File: src/rtl/phy_pkg.sv
// Shared types and constants for the serial PHY transmit path.
// Comma character, lane geometry and FSM encoding.
package phy_pkg;

    localparam logic [7:0] COM_CHAR  = 8'hBC;
    localparam int         NUM_LANES = 4;
    localparam int         LANE_W    = 8;

    typedef logic [LANE_W-1:0] lane_t;

    typedef enum logic {
        SYNC   = 1'b0,
        ACTIVE = 1'b1
    } state_t;

endpackage

File: src/rtl/phy_tx_piso8.sv
// 8-bit parallel-in/serial-out shifter, MSB first.
// The serial output is a register, so a load emits the MSB on that edge.
module piso8
    import phy_pkg::*;
(
    input  logic  clk_32f,
    input  logic  rst_L,
    input  logic  load,
    input  lane_t din,
    output logic  sout
);

    logic [LANE_W-2:0] sr;

    always_ff @(posedge clk_32f or negedge rst_L) begin
        if (!rst_L) begin
            sr   <= '0;
            sout <= 1'b0;
        end else if (load) begin
            sout <= din[LANE_W-1];
            sr   <= din[LANE_W-2:0];
        end else begin
            sout <= sr[LANE_W-2];
            sr   <= {sr[LANE_W-3:0], 1'b0};
        end
    end

endmodule

File: src/rtl/phy_tx.sv
// PHY transmit: four byte lanes interleaved and serialized MSB-first,
// preceded by comma sync frames after every reset.
module phy_tx
    import phy_pkg::*;
#(
    parameter int SYNC_FRAMES = 1
) (
    input  logic       clk_32f,
    input  logic       rst_L,
    input  logic [7:0] data_in_0,
    input  logic [7:0] data_in_1,
    input  logic [7:0] data_in_2,
    input  logic [7:0] data_in_3,
    input  logic       valid_in_0,
    input  logic       valid_in_1,
    input  logic       valid_in_2,
    input  logic       valid_in_3,
    output logic       data_out,
    output logic       frame_ack,
    output logic       idle_out
);

    localparam int SF_W = (SYNC_FRAMES > 1) ? $clog2(SYNC_FRAMES) : 1;
    localparam logic [SF_W-1:0] SF_LAST = SF_W'(SYNC_FRAMES - 1);

    state_t                 state;
    state_t                 state_nxt;
    logic [2:0]             bit_cnt;
    logic [1:0]             lane_cnt;
    logic [SF_W-1:0]        sf_cnt;
    lane_t                  fbuf [NUM_LANES];
    logic [NUM_LANES-1:0]   fvalid;
    logic [NUM_LANES-1:0]   valid_in;
    logic                   frame_end;
    logic                   capture;
    logic                   load;
    lane_t                  slot_byte;

    assign valid_in  = {valid_in_3, valid_in_2, valid_in_1, valid_in_0};
    assign frame_end = (&bit_cnt) & (&lane_cnt);

    always_ff @(posedge clk_32f or negedge rst_L) begin
        if (!rst_L) begin
            state <= SYNC;
        end else begin
            state <= state_nxt;
        end
    end

    always_comb begin
        state_nxt = state;
        unique case (state)
            SYNC:   if (frame_end && sf_cnt == SF_LAST) state_nxt = ACTIVE;
            ACTIVE: state_nxt = ACTIVE;
            default: state_nxt = SYNC;
        endcase
    end

    // The last sync edge doubles as the first capture edge.
    always_comb begin
        capture   = frame_end && (state == ACTIVE || sf_cnt == SF_LAST);
        load      = (bit_cnt == 3'd0);
        slot_byte = COM_CHAR;
        if (state == ACTIVE && fvalid[lane_cnt]) begin
            slot_byte = fbuf[lane_cnt];
        end
    end

    always_ff @(posedge clk_32f or negedge rst_L) begin
        if (!rst_L) begin
            bit_cnt  <= '0;
            lane_cnt <= '0;
            sf_cnt   <= '0;
        end else begin
            bit_cnt <= bit_cnt + 3'd1;
            if (&bit_cnt) begin
                lane_cnt <= lane_cnt + 2'd1;
            end
            if (state == SYNC && frame_end && sf_cnt != SF_LAST) begin
                sf_cnt <= sf_cnt + 1'b1;
            end
        end
    end

    always_ff @(posedge clk_32f or negedge rst_L) begin
        if (!rst_L) begin
            for (int i = 0; i < NUM_LANES; i++) fbuf[i] <= '0;
            fvalid    <= '0;
            frame_ack <= 1'b0;
            idle_out  <= 1'b1;
        end else begin
            frame_ack <= capture;
            if (capture) begin
                fbuf[0]  <= data_in_0;
                fbuf[1]  <= data_in_1;
                fbuf[2]  <= data_in_2;
                fbuf[3]  <= data_in_3;
                fvalid   <= valid_in;
                idle_out <= ~|valid_in;
            end else if (state == SYNC) begin
                idle_out <= 1'b1;
            end
        end
    end

    piso8 u_piso (
        .clk_32f (clk_32f),
        .rst_L   (rst_L),
        .load    (load),
        .din     (slot_byte),
        .sout    (data_out)
    );

endmodule

File: config.mk
export PLATFORM = sky130hd
export DESIGN_NAME = phy_tx
export DESIGN_NICKNAME = d
export VERILOG_FILES = /design/src/rtl/phy_pkg.sv /design/src/rtl/phy_tx_piso8.sv /design/src/rtl/phy_tx.sv
export SDC_FILE = /design/constraint.sdc
export NUM_CORES = 1
export LEC_CHECK = 0
export ABC_CLOCK_PERIOD_IN_PS = 1700
export CAP_MARGIN = 20
export CORE_ASPECT_RATIO = 0.7
export CORE_MARGIN = 2
export CORE_UTILIZATION = 47
export DETAILED_ROUTE_END_ITERATION = 10
export PLACE_DENSITY_LB_ADDON = 0.3
export SYNTH_ARGS = -nofsm -noshare
export SYNTH_HDL_FRONTEND = slang
export SYNTH_SLANG_ARGS = --single-unit
File: constraint.sdc
create_clock -name clk_32f -period 1.7 [get_ports clk_32f]
set_input_delay 0.34 -clock clk_32f [delete_from_list [all_inputs] [get_ports clk_32f]]
set_output_delay 0.34 -clock clk_32f [all_outputs]
set_load 0.02 [all_outputs]
* Yosys cells after proc, flatten, opt, wreduce, memory -nomap -nowiden *
Cells that the tools add are included.

word-level totals
  bits in read-only memories = 0
  output and inout bits = 3
  memory bits (writable) = 0
  bits in latches = 0
  logic and storage cells = 46
  flip-flop bits (word level) = 53
  memories kept = 0

operators by class
  order comparisons = 2
  reductions and logical operators = 11
  bitwise logic cells = 4
  multiply operators = 0
  shift operators = 0
  eq/ne operators = 1
  divide/modulo/power cells = 0
  multiplexer cells = 12
  $add $sub $neg = 3

operators with widths
  operator               count
  $mux W8                3
  $bmux W8 S2            1
  $mux W7                1
  $logic_and A1 B1 Y1    5
  $mux W1                5
  $reduce_or A4 Y1       1
  $add A3 B1 Y3 const B  1
  $ge A3 B3 Y1 const B   1
  $logic_not A3 Y1       1
  $lt A2 B3 Y1 const B   1
  $not A2 Y3             1
  $reduce_and A3 Y1      1
  $add A2 B1 Y2 const B  1
  $bmux W1 S2            1
  $ne A2 B1 Y1 const B   1
  $not A1 Y1             2
  $pmux W1 S2            1
  $reduce_and A2 Y1      1
  $add A1 B1 Y1 const B  1
  $and A1 B1 Y1          1
  $logic_not A1 Y1       1
  $logic_or A1 B1 Y1     1

* Logic depth before layout (Yosys ltp) *
  word-level depth = 6
  gate-level depth with buffers = 6

* By module *
A second synthesis with hierarchy kept.

unflattened totals
  cells, all modules = 142
  area, all modules = 2343.5 um^2

by module, submodules not included
  module  times used  area each (um^2)  sequential area each (um^2)  cells an instance
  phy_tx  1           2019.4            1127.3                       125
  piso8   1           324.1             200.2                        17

* Least setup slack after synthesis *
Ideal clock, no wire load.

  kind = register to register
  start = register bit_cnt[0]
  end = register fbuf[0] in the netlist's numbering
  cell stages (with the launch flop) = 7
  slack = 0.034 ns
  clock period less this slack = 1.666 ns
  data required time = 1.575 ns
  library setup time = 0.125 ns
  data arrival time = 1.541 ns
  cell sequence = dfrtp_1 -> ha_1 -> ha_1 -> nand2_2 -> a21oi_4 -> buf_6 -> mux2_2

between the ends
  cells in the longest elaborated chain, start to end = 3

RTL lines
  item                    RTL line      text
  start, declared         phy_tx.sv:28  logic [2:0] bit_cnt;
  start signal, assigned  phy_tx.sv:75  bit_cnt <= bit_cnt + 3'd1;
  $reduce_and A3 Y1       phy_tx.sv:40  assign frame_end = (&bit_cnt) & (&lane_cnt);
  $and A1 B1 Y1           phy_tx.sv:40
  $logic_and A1 B1 Y1     phy_tx.sv:61  capture = frame_end && (state == ACTIVE || sf_cnt == SF_LAST);
  end, declared           phy_tx.sv:31  lane_t fbuf [NUM_LANES];

No other way between the ends.
A chain may end at the register's enable or synchronous reset.

* Worst setup path in the final report *
  start = register bit_cnt[0]
  end = register fbuf[21] in the netlist's numbering

The elaborated chain is that of the path after synthesis.

==> results.yml <==
timing:
  hold_viol: 0
  finalSetupViolCount: 0
  fin_skew_ps: 9.12
  hold_slack_ps: 452
  final.min_clock_period_ps: 1630
  timing.slew.headroom_pct: 66.3
  fin_crit_sh_pct: 96.2
  rsz0062_at_grt: "true"
  worst-slew-pin-transition_ps: 505
  maxSlewViolCount: 0
  fmax_mhz: 612
placement:
  place_congestion: 0.743
  dp_hpwl_um: 2910
  place_area_sq_mm: 0.00277
  port_buffers: 40
worst_setup_path:
  crit_slowest_cell: "dfrtp_1"
  reg2reg_slack_ps: 70
  slowest_delay_ps: 360
  crit_arrival_ps: 1820
  crit_path_end_kind: "flop"
  startpoint_type: "flop"
  reg2reg_depth: 6
  r2r_end: "fbuf[21]"
  path_buf_inv: 1
  crit_path_max_fanout: 28
  crit_type: "flop to flop"
  required_ps: 1890
  r2r_start: "bit_cnt[0]"
  crit_family: "flip-flops"
  path_cells: "ha_1, ha_2, nand2_2, a21oi_4, buf_12, mux2_2"
detailed_routing:
  via_per_inst: 5.28
  detail_route.wl_per_cell_um: 15.1
  postRouteAntennaNets: 0
  drc_errors: 0
  first_pass_iters: 4
  route.vias.total: 1358
  drt_iter0_drc: 42
  finalWirelength_um: 3880
logic_synthesis:
  synth_edf_count: 0
  syn_avg_cell_area_sq_um: 15.2
  syn_inst: 150
  synth_warnings: 0
  async_flop_share_pct: 100
  seq_area_frac_synth_pct: 58.4
  synth_nets: 192
  synth_area_sq_mm: 0.00227
  synthDistinctLibCells: 28
  synthFlopType: "dfrtp_1"
  synth-seq-cells: 53
cells_and_area:
  syn_to_final_growth_pct: 27.0
  final_common_cell: "dfrtp_1"
  final_util_pct: 61.0
  final_nets: 242
  antennaDiodeCount: 0
  drive_gt1_share_pct: 31.5
  design_area_sq_mm: 0.00289
  layout_common_cells: "dfrtp_1, clkdlybuf4s50_1, mux2_2"
cts:
  clock_path_buffers: 2
  clk_pin_slew_ps: 80
  htreeDepth: 2
  cts_made_buffers: 5
  cts_root_buf: "clkbuf_8"
  clock_latency_ps: 310
  clock_sinks: 53
  cts_tree: "yes"
worst_hold_path:
  hold_start: "bit_cnt[0]"
  hp-class: "flop to flop"
  hold_path_end: "bit_cnt[0]"
  min_path_cells: 1
grt:
  antenna_found_initial: 0
  grt_pass1_wl_um: 6770
  grt_pass1_vias: 1450
  grt-ovfl-total: 0
  grt_usage_pct: 16.6
  grt_max_degree: 39
floorplanning:
  rows: 21
  core_sq_mm: 0.00473
  dieWidth_um: 87.1
  dieArea_sq_mm: 0.00542
  pin_count: 41
  die_y_um: 62.2
  initial_utilization_pct: 48.1
power:
  power.leakage_nw: 1.23
  power.density_mw_per_mm2: 814
  peakVddDrop_mv: 0.425
run:
  maxCapViolations: 0
status:
  status: "completed"
## sequential cells by signal, indices dropped and copies added, names as in the netlist
name,count
u_piso.sout,1
idle_out,1
fbuf,32
fvalid,4
sf_cnt,1
state,1
lane_cnt,2
frame_ack,1
bit_cnt,3
u_piso.sr,7
## worst max path at each step
stage	start	endpoint	slack, ps	depth (start not counted)
after floorplan	bit_cnt[0]	fbuf[0]	30	6
after global placement	bit_cnt[0]	fbuf[29]	130	6
after detailed placement	bit_cnt[0]	fbuf[19]	70	6
after CTS	bit_cnt[0]	fbuf[19]	50	6
after global routing	bit_cnt[1]	fbuf[21]	-0.7	6
final	bit_cnt[0]	fbuf[21]	70	6
## what timing repair did
action                                 CTS  global route
setup buffers                            0             0
hold buffers                             1             0
endpoints found under the hold margin   15             0
resized for setup                        1             1
setup endpoints to repair                1             3
## kinds of logic (layout without fill, tap and decap cells)
family / count (synthesis) / in the layout / synth area share [%]
flip-flops: 53 / 53 / 58.4
multiplexers: 47 / 47 / 27.3
buffers and inverters: 16 / 66 / 4.02
AND/OR/NAND/NOR: 15 / 15 / 3.14
AO/OA/AOI/OAI: 14 / 14 / 4.57
adder cells (fa/ha/maj): 4 / 4 / 2.20
XOR/XNOR: 1 / 1 / 0.385
## layout make-up
type                            instances  area (sq um)
Multi-Input combinational cell         81           857
Clock buffer                            5          68.8
Clock inverter                          2          35.0
Timing Repair Buffer                   49           489
Sequential cell                        53          1330
Fill cell                             367          1840
Inverter                               10          37.5
Tap cell                               57          71.3
## stage by stage
| stage | power [W] | setup WS (ps) | setup TNS (ps) | std cells |
|---|---|---|---|---|
| 6_report | 0.00235 | 65.1 | 0 | 257 |
| 3_5_place_dp | 0.00156 | 71.2 | 0 | 249 |
| 3_3_place_gp | 0.00155 | 126 | 0 | 249 |
| 4_1_cts | 0.00238 | 54.9 | 0 | 257 |
| 2_1_floorplan | 0.00142 | 34.2 | 0 | 150 |
| 5_1_grt | 0.00245 | -0.717 | -0.717 | 257 |
## power breakdown
group          internal [W]  switching [W]
clock network      0.000428       0.000386
logic              0.000132      0.0000641
registers           0.00131      0.0000249
## cell usage after synthesis, drive strengths merged, types with 2 or more instances
library cell	instances	share of area [%]
ha	4	2.2
dfrtp	52	57
mux2	37	18
inv	10	1.7
mux2i	2	0.88
nand2	5	0.94
buf	5	2.2
o31ai	2	0.66
nor2	5	0.83
mux4	8	8.1
o21ai	2	0.44
a31oi	5	1.4
nand2b	2	0.55
## metal layers
| metal | vias up | part of all wire (%) | wire [um] | global-route usage (%) |
|---|---|---|---|---|
| met5 | - | 0 | 0 | 0 |
| met4 | 0 | 1.8 | 70 | 6.35 |
| met3 | 8 | 4.8 | 187 | 4.65 |
| met2 | 27 | 49 | 1900 | 26.5 |
| met1 | 686 | 44 | 1720 | 21.6 |
| li1 | 637 | - | - | - |
No activity file was read; power rests on OpenSTA's default activity.
